**config.mk**
```make
export PLATFORM = sky130hd
export DESIGN_NAME = fetch_sequencer
export DESIGN_NICKNAME = d
export VERILOG_FILES = /design/src/rtl/fetch_sequencer.sv
export SDC_FILE = /design/constraint.sdc
export NUM_CORES = 1
export LEC_CHECK = 0
export ABC_AREA = 1
export BUFFER_PORTS_ARGS = -buffer_cell sky130_fd_sc_hd__buf_2
export CORE_MARGIN = 10
export CORE_UTILIZATION = 40
export DETAILED_ROUTE_END_ITERATION = 10
export PLACE_DENSITY_LB_ADDON = 0.25
export SYNTH_ARGS = -nofsm -noshare
export SYNTH_HDL_FRONTEND = slang
export SYNTH_SLANG_ARGS = --single-unit
export TNS_END_PERCENT = 10
```
**constraint.sdc**
```tcl
create_clock -name clk -period 2.1 [get_ports clk]
set_input_delay 0.42 -clock clk [delete_from_list [all_inputs] [get_ports clk]]
set_output_delay 0.42 -clock clk [all_outputs]
set_load 0.01 [all_outputs]
```
**src/rtl/fetch_sequencer.sv**
```systemverilog
// Fetch-side controller: owns the fetch PC and keeps one instruction-memory request in flight.
// It drops responses made stale by an EX redirect and drives the IF/ID stall and flush controls.
module fetch_sequencer #(
   parameter logic [31:0] RESET_PC  = 32'h0000_0000,
   parameter logic [31:0] NOP_INSTR = 32'h0000_0013
) (
   input  logic        clk,
   input  logic        resetn,
   input  logic        PCSrcE,
   input  logic [31:0] PCTargetE,
   input  logic        hazard_stall,
   output logic        imem_req_valid,
   output logic [31:0] imem_req_addr,
   input  logic        imem_req_ready,
   input  logic        imem_rsp_valid,
   input  logic [31:0] imem_rsp_data,
   output logic [31:0] PCF,
   output logic [31:0] PCPlus4F,
   output logic [31:0] InstrF,
   output logic        StallF,
   output logic        StallD,
   output logic        FlushD,
   output logic [1:0]  o_dbg_state
);

   typedef enum logic [1:0] {S_REQ = 2'd0, S_WAIT = 2'd1, S_HOLD = 2'd2, S_DISCARD = 2'd3} state_t;

   state_t      r_state, w_state_nxt;
   logic [31:0] r_pc, w_pc_nxt;
   logic [31:0] r_instr_buf, w_buf_nxt;
   logic [31:0] w_target;
   logic [31:0] w_req_addr;
   logic        w_deliver;

   // Request channel: a transfer happens on a rising edge with imem_req_valid & imem_req_ready.
   // Valid stays high until that transfer; the address moves under valid only on a redirect.
   // Response channel is valid-only, exactly one beat per accepted request, never earlier than
   // the cycle after acceptance.
   assign w_target   = PCTargetE & ~32'h3;
   assign w_req_addr = PCSrcE ? w_target : r_pc;
   assign w_deliver  = (((r_state == S_WAIT) & imem_rsp_valid) | (r_state == S_HOLD))
                       & ~PCSrcE & ~hazard_stall;

   always_ff @(posedge clk or negedge resetn) begin
      if (!resetn) begin
         r_state     <= S_REQ;
         r_pc        <= RESET_PC;
         r_instr_buf <= 32'h0;
      end else begin
         r_state     <= w_state_nxt;
         r_pc        <= w_pc_nxt;
         r_instr_buf <= w_buf_nxt;
      end
   end

   always_comb begin
      w_state_nxt = r_state;
      w_pc_nxt    = r_pc;
      w_buf_nxt   = r_instr_buf;
      unique case (r_state)
         S_REQ: begin
            // A stray response here is a protocol error and is ignored.
            w_pc_nxt = w_req_addr;
            if (imem_req_ready) w_state_nxt = S_WAIT;
         end
         S_WAIT: begin
            if (imem_rsp_valid) begin
               if (PCSrcE) begin
                  w_pc_nxt    = w_target;
                  w_state_nxt = S_REQ;
               end else if (!hazard_stall) begin
                  w_pc_nxt    = r_pc + 32'd4;
                  w_state_nxt = S_REQ;
               end else begin
                  w_buf_nxt   = imem_rsp_data;
                  w_state_nxt = S_HOLD;
               end
            end else if (PCSrcE) begin
               w_pc_nxt    = w_target;
               w_state_nxt = S_DISCARD;
            end
         end
         S_HOLD: begin
            if (PCSrcE) begin
               w_pc_nxt    = w_target;
               w_state_nxt = S_REQ;
            end else if (!hazard_stall) begin
               w_pc_nxt    = r_pc + 32'd4;
               w_state_nxt = S_REQ;
            end
         end
         S_DISCARD: begin
            // The in-flight response belongs to the abandoned path.
            if (PCSrcE) w_pc_nxt = w_target;
            if (imem_rsp_valid) w_state_nxt = S_REQ;
         end
         default: w_state_nxt = S_REQ;
      endcase
   end

   // resetn is folded into the outputs so the pipeline sees a clean bubble while reset is held.
   assign imem_req_valid = resetn & (r_state == S_REQ);
   assign imem_req_addr  = w_req_addr;
   assign InstrF         = w_deliver ? ((r_state == S_WAIT) ? imem_rsp_data : r_instr_buf) : NOP_INSTR;
   assign PCF            = r_pc;
   assign PCPlus4F       = r_pc + 32'd4;
   assign StallF         = ~w_deliver;
   assign StallD         = resetn & hazard_stall;
   assign FlushD         = ~resetn | PCSrcE | (~w_deliver & ~hazard_stall);
   assign o_dbg_state    = r_state;

endmodule

```
# Word level (Yosys, flattened, before mapping)
# Index checks and enable logic that the tools add are counted.
[totals]
latchBits = 0
regBits = 66
memories = 0
word_cells = 44
rom_bits = 0
output_inout_bits = 134
in_bits = 70
mem_bits_rw = 0
[op_classes]
n_mux = 16
div = 0
shifts = 0
n_reduce_logical = 4
order_cmp = 0
n_eq_ne = 7
mul = 0
bitwise_logic = 13
add_sub_neg = 1
[ops]
columns = ["operator", "count"]
rows = [
  ["2-to-1 mux 32 bit", 6],
  ["case mux 32 bit (3 select lines)", 1],
  ["adder 32 x 3 -> 32 bit (second input constant)", 1],
  ["2-to-1 mux 2 bit", 8],
  ["case mux 2 bit (4 select lines)", 1],
  ["AND reduction 4 bit", 2],
  ["bitwise AND 1 bit", 6],
  ["!= test 3 bit (second input constant)", 2],
  ["equality test 2 bit (second input constant)", 2],
  ["!= test 2 bit (second input constant)", 2],
  ["inverter 1 bit", 4],
  ["OR 1 bit", 3],
  ["equality test 2 x 1 -> 1 bit (second input constant)", 1],
  ["zero test 2 bit", 1],
  ["OR reduction 2 bit", 1],
]

# Longest topological paths before layout
# Gate-level depths: netlist of run 1.
[logic_depth]
depth_word = 8
ltp_mapped = 11
mapped_depth_nobuf = 11

# Worst setup path after synthesis of run 1
# OpenSTA, ideal clock, no wires.
[synth_path]
path_kind = "reg-to-output"
startpoint = "register r_state[1], in the netlist o_dbg_state[1]"
endpoint = "output port InstrF[22]"
path_buffers = 2
stages_incl_launch_ff = 9
t_required_ns = 1.680
path_slack_ns = 0.042
arrival_ns = 1.638
cell_sequence = "dfrtp_1 > inv_1 > ha_1 > buf_2 > inv_2 > o21ai_0 > nand2_1 > buf_2 > a21oi_1"
[synth_between]
elab_chain_len = 6
elab_cells_between_ends = 8
classes_between = "eq/ne: 2; mux: 2; bitwise: 4"
[synth_rtl]
columns = ["item", "line_no", "source"]
rows = [
  ["from (decl)", "28", "state_t r_state, w_state_nxt;"],
  ["from (signal assigned)", "50", "r_state <= w_state_nxt;"],
  ["equality test 2 x 1 -> 1 bit", "41, 104", ""],
  ["bitwise AND 1 bit", "41", "assign w_deliver = (((r_state == S_WAIT) & imem_rsp_valid) | (r_state == S_HOLD))"],
  ["OR 1 bit", "41", ""],
  ["bitwise AND 1 bit (2 in a row)", "42", "& ~PCSrcE & ~hazard_stall;"],
  ["2-to-1 mux 32 bit *", "104", "assign InstrF = w_deliver ? ((r_state == S_WAIT) ? imem_rsp_data : r_instr_buf) : NOP_INSTR;"],
  ["to (decl)", "19", "output logic [31:0] InstrF,"],
]
# Mark *: on every way between the ends. The rest lies on a longest branch, timed or not.

# Worst setup path after layout of run 1
[layout_path]
startpoint = "register r_state[1], in the netlist o_dbg_state[1]"
endpoint = "output port InstrF[20]"
# The elaborated chain is that of the path after synthesis.

==> results.md, run 1 <==
- Status: finished with violations
- Failing checks: negative setup slack
- Largest net degree at the start of global routing: 46
- Setup Crit Path Kind: flop to output pin
- Row count: 40
- RR Endpoint: PCF[23]$_DFF_PN0_
- CTS tree: done
- CP Launch Type: flop
- Worst-Skew Late Latency: 330 ps
- Post-Synth XOR/XNOR Area: roughly 3.0%
- Sink Count: between 60 and 70
- R2r setup slk: 230 ps
- Netlist cell types: 42
- Top FF cell, synth: dfrtp_1
- Final Util: 57.5%
- Crit path max fanout: 7
- GRT Util Overall: between 10% and 20%
- Vias in the first global route: between 5k and 6k
- Hold path start: imem_rsp_data[10]
- P&R area growth vs syn: 40.0%
- Global route overflow: 0
- Cells after Synth: 700
- Reg2reg start: o_dbg_state[0]$_DFFE_PN0P_
- Number of H-tree levels: 3
- Die area: 17200 um2
- Hold Path End: r_instr_buf[10]$_DFFE_PN0P_
- Cells after DPL: 1064
- Post-Syn Nets: around 800
- Setup Skew: a little over 9 ps
- Starting Density: roughly two fifths
- Antenna violations before repair: 1
- Cell Area, Synth: between 4000 and 5000 um2
- Die height: 131 um
- Max Cap Violations: 0
- Drt drc: 0
- FF-to-FF path depth: 8
- Synth Warn #: 0
- Leading area contributor after synthesis: dfrtp_1
- Min Tclk post-route: 2190 ps
- Filler cell count: ~1.2k
- Synth Area in Adders: 1.77%
- Asr flop ratio synth: 100%
- PortBufs: 201
- CTS buffer count: 9
- Hold path cells: 2
- Dpl hpwl: roughly 13000 um
- VDD IR max: between 400 and 500 uV
- Peak Freq: approximately 460 MHz
- Top cells by area, synth: dfrtp_1, nand2_1, mux2_4
- Post-synth EDFFs: 0
- P per Cell Area: ~1300 nW/um2
- Io pins: roughly 200
- Vias after detailed routing: between 5k and 6k
- Final hold vios: 0
- Starting DRT DRC Count: 294
- Worst-Margin Slew: around 460 ps
- Simple-Gate Fraction of Synth Area: 31.3%
- CTS max path bufs: 2
- Hold Slack: between 300 and 400 ps
- Top-area cell type share of the netlist area: roughly a third
- Vias per Instance: approximately 4.9
- WL/cell: 16.2 um
- Clock transition at path regs: 60 ps
- Critical Path End Type: output pin
- Synth top cells by count: nand2_1, dfrtp_1, inv_1, o21ai_0, nor2_1
- Routed WL: ~18000 um
- Core area: around 12000 um2
- Final worst slack: -85.3 ps
- Syn_area_per_cell: about 7.1 um2
- GP Congestion: 0.943
- Antenna viol nets, final: 0
- Synth Area in Compound Gates: between 10% and 20%
- LEAKAGE: 3.68 nW
- Layout Cells excl Fill: ~1.1k
- First-pass GRT wire length: roughly 28000 um
- Pwr Total: 8.68 mW
- Slew HR: slightly below 70%
- Nets@finish: about 1000
- Cell with the most instances after synthesis: nand2_1
- Worst Path Arrival: roughly 1800 ps
- Multiplexer area fraction after synthesis: 8.41%
- 1st-pass router iterations: 5
- Req. time, crit path: ~1700 ps
- Flops & latches, synth: 66
- Share of cells above drive strength 1: around two fifths
- RSZ-0062 raised after global routing: yes
- Final slew viol count: 0
- Final setup violation count: 42
- Largest family of logic cells by synthesized area: simple AND/OR/NAND/NOR gates
- Root Driver: clkbuf_16
- Sequential area share after synthesis: approximately a third
- Die Wd: around 130 um
- Hold Path Class: input pin to flop
- Period utilization: 104%
-- layer usage --
| metal | vias to the layer above | global-route usage, % | wire, um |
|---|---|---|---|
| li1 | 2686 | - | - |
| met1 | 2467 | 22.8 | 7550 |
| met2 | 171 | 34.1 | 8570 |
| met3 | 25 | 5.64 | 1270 |
| met4 | 0 | 6.61 | 351 |
| met5 | - | 0 | 0 |
-- sequential cells by signal (all words and copies together) (netlist names) --
name	cells
o_dbg_state	2
PCF	32
r_instr_buf	32
-- worst max path at each step --
| stage | from | endpoint | slack, ps | cells after the start |
|---|---|---|---|---|
| 6_report | o_dbg_state[1]$_DFFE_PN0P_ | InstrF[20] | -90 | 8 |
| 5_1_grt | o_dbg_state[1]$_DFFE_PN0P_ | InstrF[20] | -190 | 6 |
| 4_1_cts | PCF[3]$_DFF_PN0_ | PCPlus4F[26] | -70 | 10 |
| 3_5_place_dp | o_dbg_state[0]$_DFFE_PN0P_ | InstrF[1] | 120 | 8 |
| 3_3_place_gp | o_dbg_state[0]$_DFFE_PN0P_ | InstrF[4] | 140 | 8 |
| 2_1_floorplan | o_dbg_state[1]$_DFFE_PN0P_ | InstrF[22] | 40 | 8 |
-- stage by stage --
stage                     cell area (um2)  TNS, ps  setup slack (ps)
final                                6940    -2000             -85.3
after global routing                 6930    -6670              -188
after CTS                            6740    -1750             -68.3
after detailed placement             6240        0               121
after global placement               6240        0               142
after floorplan                      4950        0              42.1
-- placed cells by master (no fill, tap or decap), types with 5 or more instances in the layout --
cell / instances
a21oi_1: 14
o22ai_1: 5
mux2_4: 24
nor2_4: 8
o211ai_1: 5
dfrtp_2: 10
xor2_1: 7
buf_2: 199
inv_2: 8
dfrtp_1: 56
o21ai_0: 52
nand3_1: 33
nor2_1: 38
buf_4: 33
mux2_2: 5
clkbuf_16: 10
nand2_1: 244
inv_1: 59
o21bai_1: 8
a21oi_2: 21
nor2_2: 10
nand2_2: 9
-- logic make-up (layout without fill, tap and decap cells) --
family | Yosys count | count (layout)
AOI/OAI and AO/OA | 116 | 116
xor gates and xnor gates | 16 | 16
adders and majority gates | 7 | 7
buffers and inverters | 103 | 327
DFF | 66 | 66
muxes | 29 | 29
other | 0 | 1
and+or+nand+nor | 363 | 363
-- report_power, final --
group / internal [mW] / leakage, nW / switching (mW)
logic: 2.07 / 2.74 / 2.83
clock network: 0.814 / 0.127 / 0.560
registers: 1.87 / 0.812 / 0.541
total: 4.75 / 3.68 / 3.93
-- critical path, stage by stage (launching register included) --
cell,delay (ps)
dfrtp_1,390
inv_2,90
ha_4,150
inv_4,40
o21ai_4,150
nand2_4,140
clkbuf_16,200
a21oi_2,110
buf_2,140
-- layout make-up --
type	instances	area, um2	share of cell area, %
sequential	66	1660	24.0
tap	168	210	3.03
inverter	70	278	4.01
clock inverter	3	17.5	0.253
timing repair buffer	243	1450	20.9
multi-input combinational	531	3070	44.3
antenna	1	2.50	0.0361
clock buffer	11	243	3.50
-- timing repair --
item / 4_1_cts / 5_1_grt
hold buffers: 1 / 0
endpoints found under the hold margin: 14 / 0
gates cloned: 2 / 1
endpoints found under the setup margin: 54 / 56
pin swaps: 11 / 4
setup buffers: 10 / 1
gates resized for setup: 39 / 39
Power figures use the tool's default switching activity.
==> run 2, diff against run 1 <==
==> constraint.sdc (replaced) <==
create_clock -name clk -period 2.2 [get_ports clk]
set_input_delay 0.44 -clock clk [delete_from_list [all_inputs] [get_ports clk]]
set_output_delay 0.44 -clock clk [all_outputs]
set_load 0.01 [all_outputs]
==> run 2 against run 1 <==
The run still ends with negative setup slack left. Largest power group unchanged. Wire length fell by 0.68%. Critical path depth rose by 2. Highest routed layer unchanged. Clock-buffer cell count is 2 higher.
==> results.md, run 2 (synthesis gave the netlist of run 1 again) <==
- Number of H-tree levels: 3 (unchanged)
- 1st-pass router iterations: 5 (unchanged)
- Share of cells above drive strength 1: 43.1% (+2.6 points)
- Met2 wire length: 8400 um (-2.1%)
- Vias after detailed routing: 5306 (-0.80%)
- WL met1: 7450 um (-1.4%)
- Die area: 17200 um2 (unchanged)
- CP Launch Type: flop
- Fin area: 7030 um2 (+1.3%)
- Filler cell count: 1186 (+0.25%)
- Final slew viol count: 0 (unchanged)
- Critical path depth: 10 (+2)
- Antenna viol nets, final: 0 (unchanged)
- Period utilization: 101%
- Top Metal Used: met4
- Setup Skew: 7.68 ps (-1.45 ps)
- Most frequent cells in the layout: nand2_1, buf_2, inv_1
- GRT Util Overall: 19.2% (-0.57 points)
- Peak Freq: approximately 450 MHz
- P&R area growth vs syn: 41.9%
- CTS buffer count: 9 (unchanged)
- Clk pwr share: 15.8% (about the same)
- Dpl hpwl: 13100 um (-0.61%)
- Vias per Instance: 4.82 (-1.5%)
- Final hold vios: 0 (unchanged)
- Root Driver: clkbuf_16
- CP bufs+invs: 3 (-1)
- Drt drc: 0 (unchanged)
- Row count: 40 (unchanged)
- VDD IR max: 521 uV (+5.7%)
- Met3 routed WL: 1480 um (+17%)
- Seq. cell area: 1670 um2 (+0.60%)
- Crit path from: PCF[2]$_DFF_PN0_
- Starting Density: 41.1% (unchanged)
- RSZ-0062 raised after global routing: yes
- Min Tclk post-route: 2210 ps
- Crit-path slowest cell: dfrtp_1
- Core area: 12100 um2 (unchanged)
- Commonest non-fill, non-tap cell in the layout: nand2_1
- WL/cell: 16.0 um (-1.4%)
- CTS max path bufs: 2 (unchanged)
- LEAKAGE: 3.72 nW (+1.2%)
- Hold Path Class: input pin to flop
- Failing checks: negative setup slack
- Power Internal: 4.59 mW (-3.4%)
- Slew HR: 69.0% (-0.15 points)
- GP Congestion: 0.925 (-1.9%)
- Req. time, crit path: 1760 ps (+80 ps)
- First-pass GRT wire length: 27600 um (-1.8%)
- Antenna violations before repair: 2 (+1)
- Worst Path Arrival: 1770 ps (about the same)
- Layout Cells excl Fill: 1101 (+0.73%)
- Crit path max fanout: 6 (-1)
- Cells after DPL: 1062 (-0.19%)
- Psw: 3.77 mW (-4.1%)
- Hold path start: imem_rsp_data[2]
- Routed WL: 17600 um (-0.68%)
- Max Cap Violations: 0 (unchanged)
- Status: finished with violations
- Sequential share of power: 28.0% (+0.2 points)
- Die Wd: 131 um (unchanged)
- Largest net degree at the start of global routing: 37 (-20%)
- Nets@finish: 1003 (+0.50%)
- PortBufs: 201 (unchanged)
- Die height: 131 um (unchanged)
- Worst path max stage delay: 400 ps (about the same)
- Worst-Margin Slew: 463 ps (+5.31 ps)
- Critical Path End Type: output pin
- Setup Crit Path Kind: flop to output pin
- Vias in the first global route: 5272 (-2.5%)
- Sink Count: 66 (unchanged)
- Worst path most repeated cell: nand2_2
- CTS tree: done
- Worst-Skew Late Latency: 330 ps (about the same)
- Reg2reg start: o_dbg_state[0]$_DFFE_PN0P_
- Global route overflow: 0 (unchanged)
- P per Cell Area: 1190 nW/um2 (-5.0%)
- Multi-input logic area: 3120 um2 (+1.7%)
- Io pins: 204 (unchanged)
- Net Sw Frac: 45.1% (-0.18 points)
- FF-to-FF path depth: 9 (+1)
- Hold path cells: 2 (unchanged)
- Final setup violation count: 2 (-95%)
- Area after DPL: 6210 um2 (-0.44%)
- Starting DRT DRC Count: 321 (+9.2%)
- Final worst slack: -12.4 ps (+72.9 ps)
- Comb pwr share: 56.3% (about the same)
- Worst-path cell chain: ha_4 -> inv_4 -> nor2_4 -> nand2_4 -> nor2_4 -> buf_6 -> nand2_2 -> nand2_2 -> nand2_2 -> buf_6
- Setup TNS: -12.6 ps (+1990 ps)
- Clock transition at path regs: 60 ps (about the same)
- Critical path's top delay family: simple AND/OR/NAND/NOR gates
run 2: worst paths after layout:
check                                                   to  slack [ps]
worst max register to register           PCF[23]$_DFF_PN0_         210
worst min register to register  r_instr_buf[1]$_DFFE_PN0P_         500
worst max-delay path                          PCPlus4F[26]         -10
worst min-delay path            r_instr_buf[2]$_DFFE_PN0P_         360
min in group asynchronous                 PCF[6]$_DFF_PN0_         510
max in group asynchronous       o_dbg_state[0]$_DFFE_PN0P_        1010
run 2: per-layer routing:
layer / up-vias / track usage (%)
met5: - / 0
met2: 191 / 31.0
met1: 2396 / 22.9
met3: 22 / 7.09
li1: 2697 / -
met4: 0 / 6.43
run 2: timing repair:
| action | in CTS | in global routing |
|---|---|---|
| pin swaps | 5 | 10 |
| endpoints found under the hold margin | 11 | 0 |
| setup buffers | 11 | 6 |
| hold buffers | 1 | 0 |
| setup endpoints to repair | 50 | 53 |
| cloned | 1 | 2 |
| resized for setup | 28 | 75 |
run 2: per-stage QoR:
| step | utilization (%) | power [mW] | hold WS, ps | setup slack (ps) |
|---|---|---|---|---|
| 2_1_floorplan | - | 4.80 | 144 | 122 |
| 3_3_place_gp | 51.5 | 6.40 | 315 | 158 |
| 4_1_cts | 55.3 | 7.97 | 351 | -61.3 |
| 3_5_place_dp | 51.5 | 6.44 | 315 | 103 |
| 6_report | 58.3 | 8.36 | 358 | -12.4 |
| 5_1_grt | 58.2 | 9.02 | 355 | -106 |
run 2: area by class of cell:
class / count / share of cell area [%]
antenna: 2 / 0.0712
clock buffer: 13 / 3.56
sequential: 66 / 23.8
timing repair buffer: 248 / 21.0
tap: 168 / 2.99
clock inverter: 3 / 0.214
inverter: 70 / 3.85
multi-input combinational: 531 / 44.5
run 2: power groups by stage:
stage	Sequential (mW)	Clock (mW)	Combinational (mW)
detailed placement	2.27	0	4.16
global route	2.42	1.40	5.21
finish	2.34	1.32	4.70
CTS	2.28	1.33	4.36
floorplan	2.30	0	2.50
global placement	2.28	0	4.12
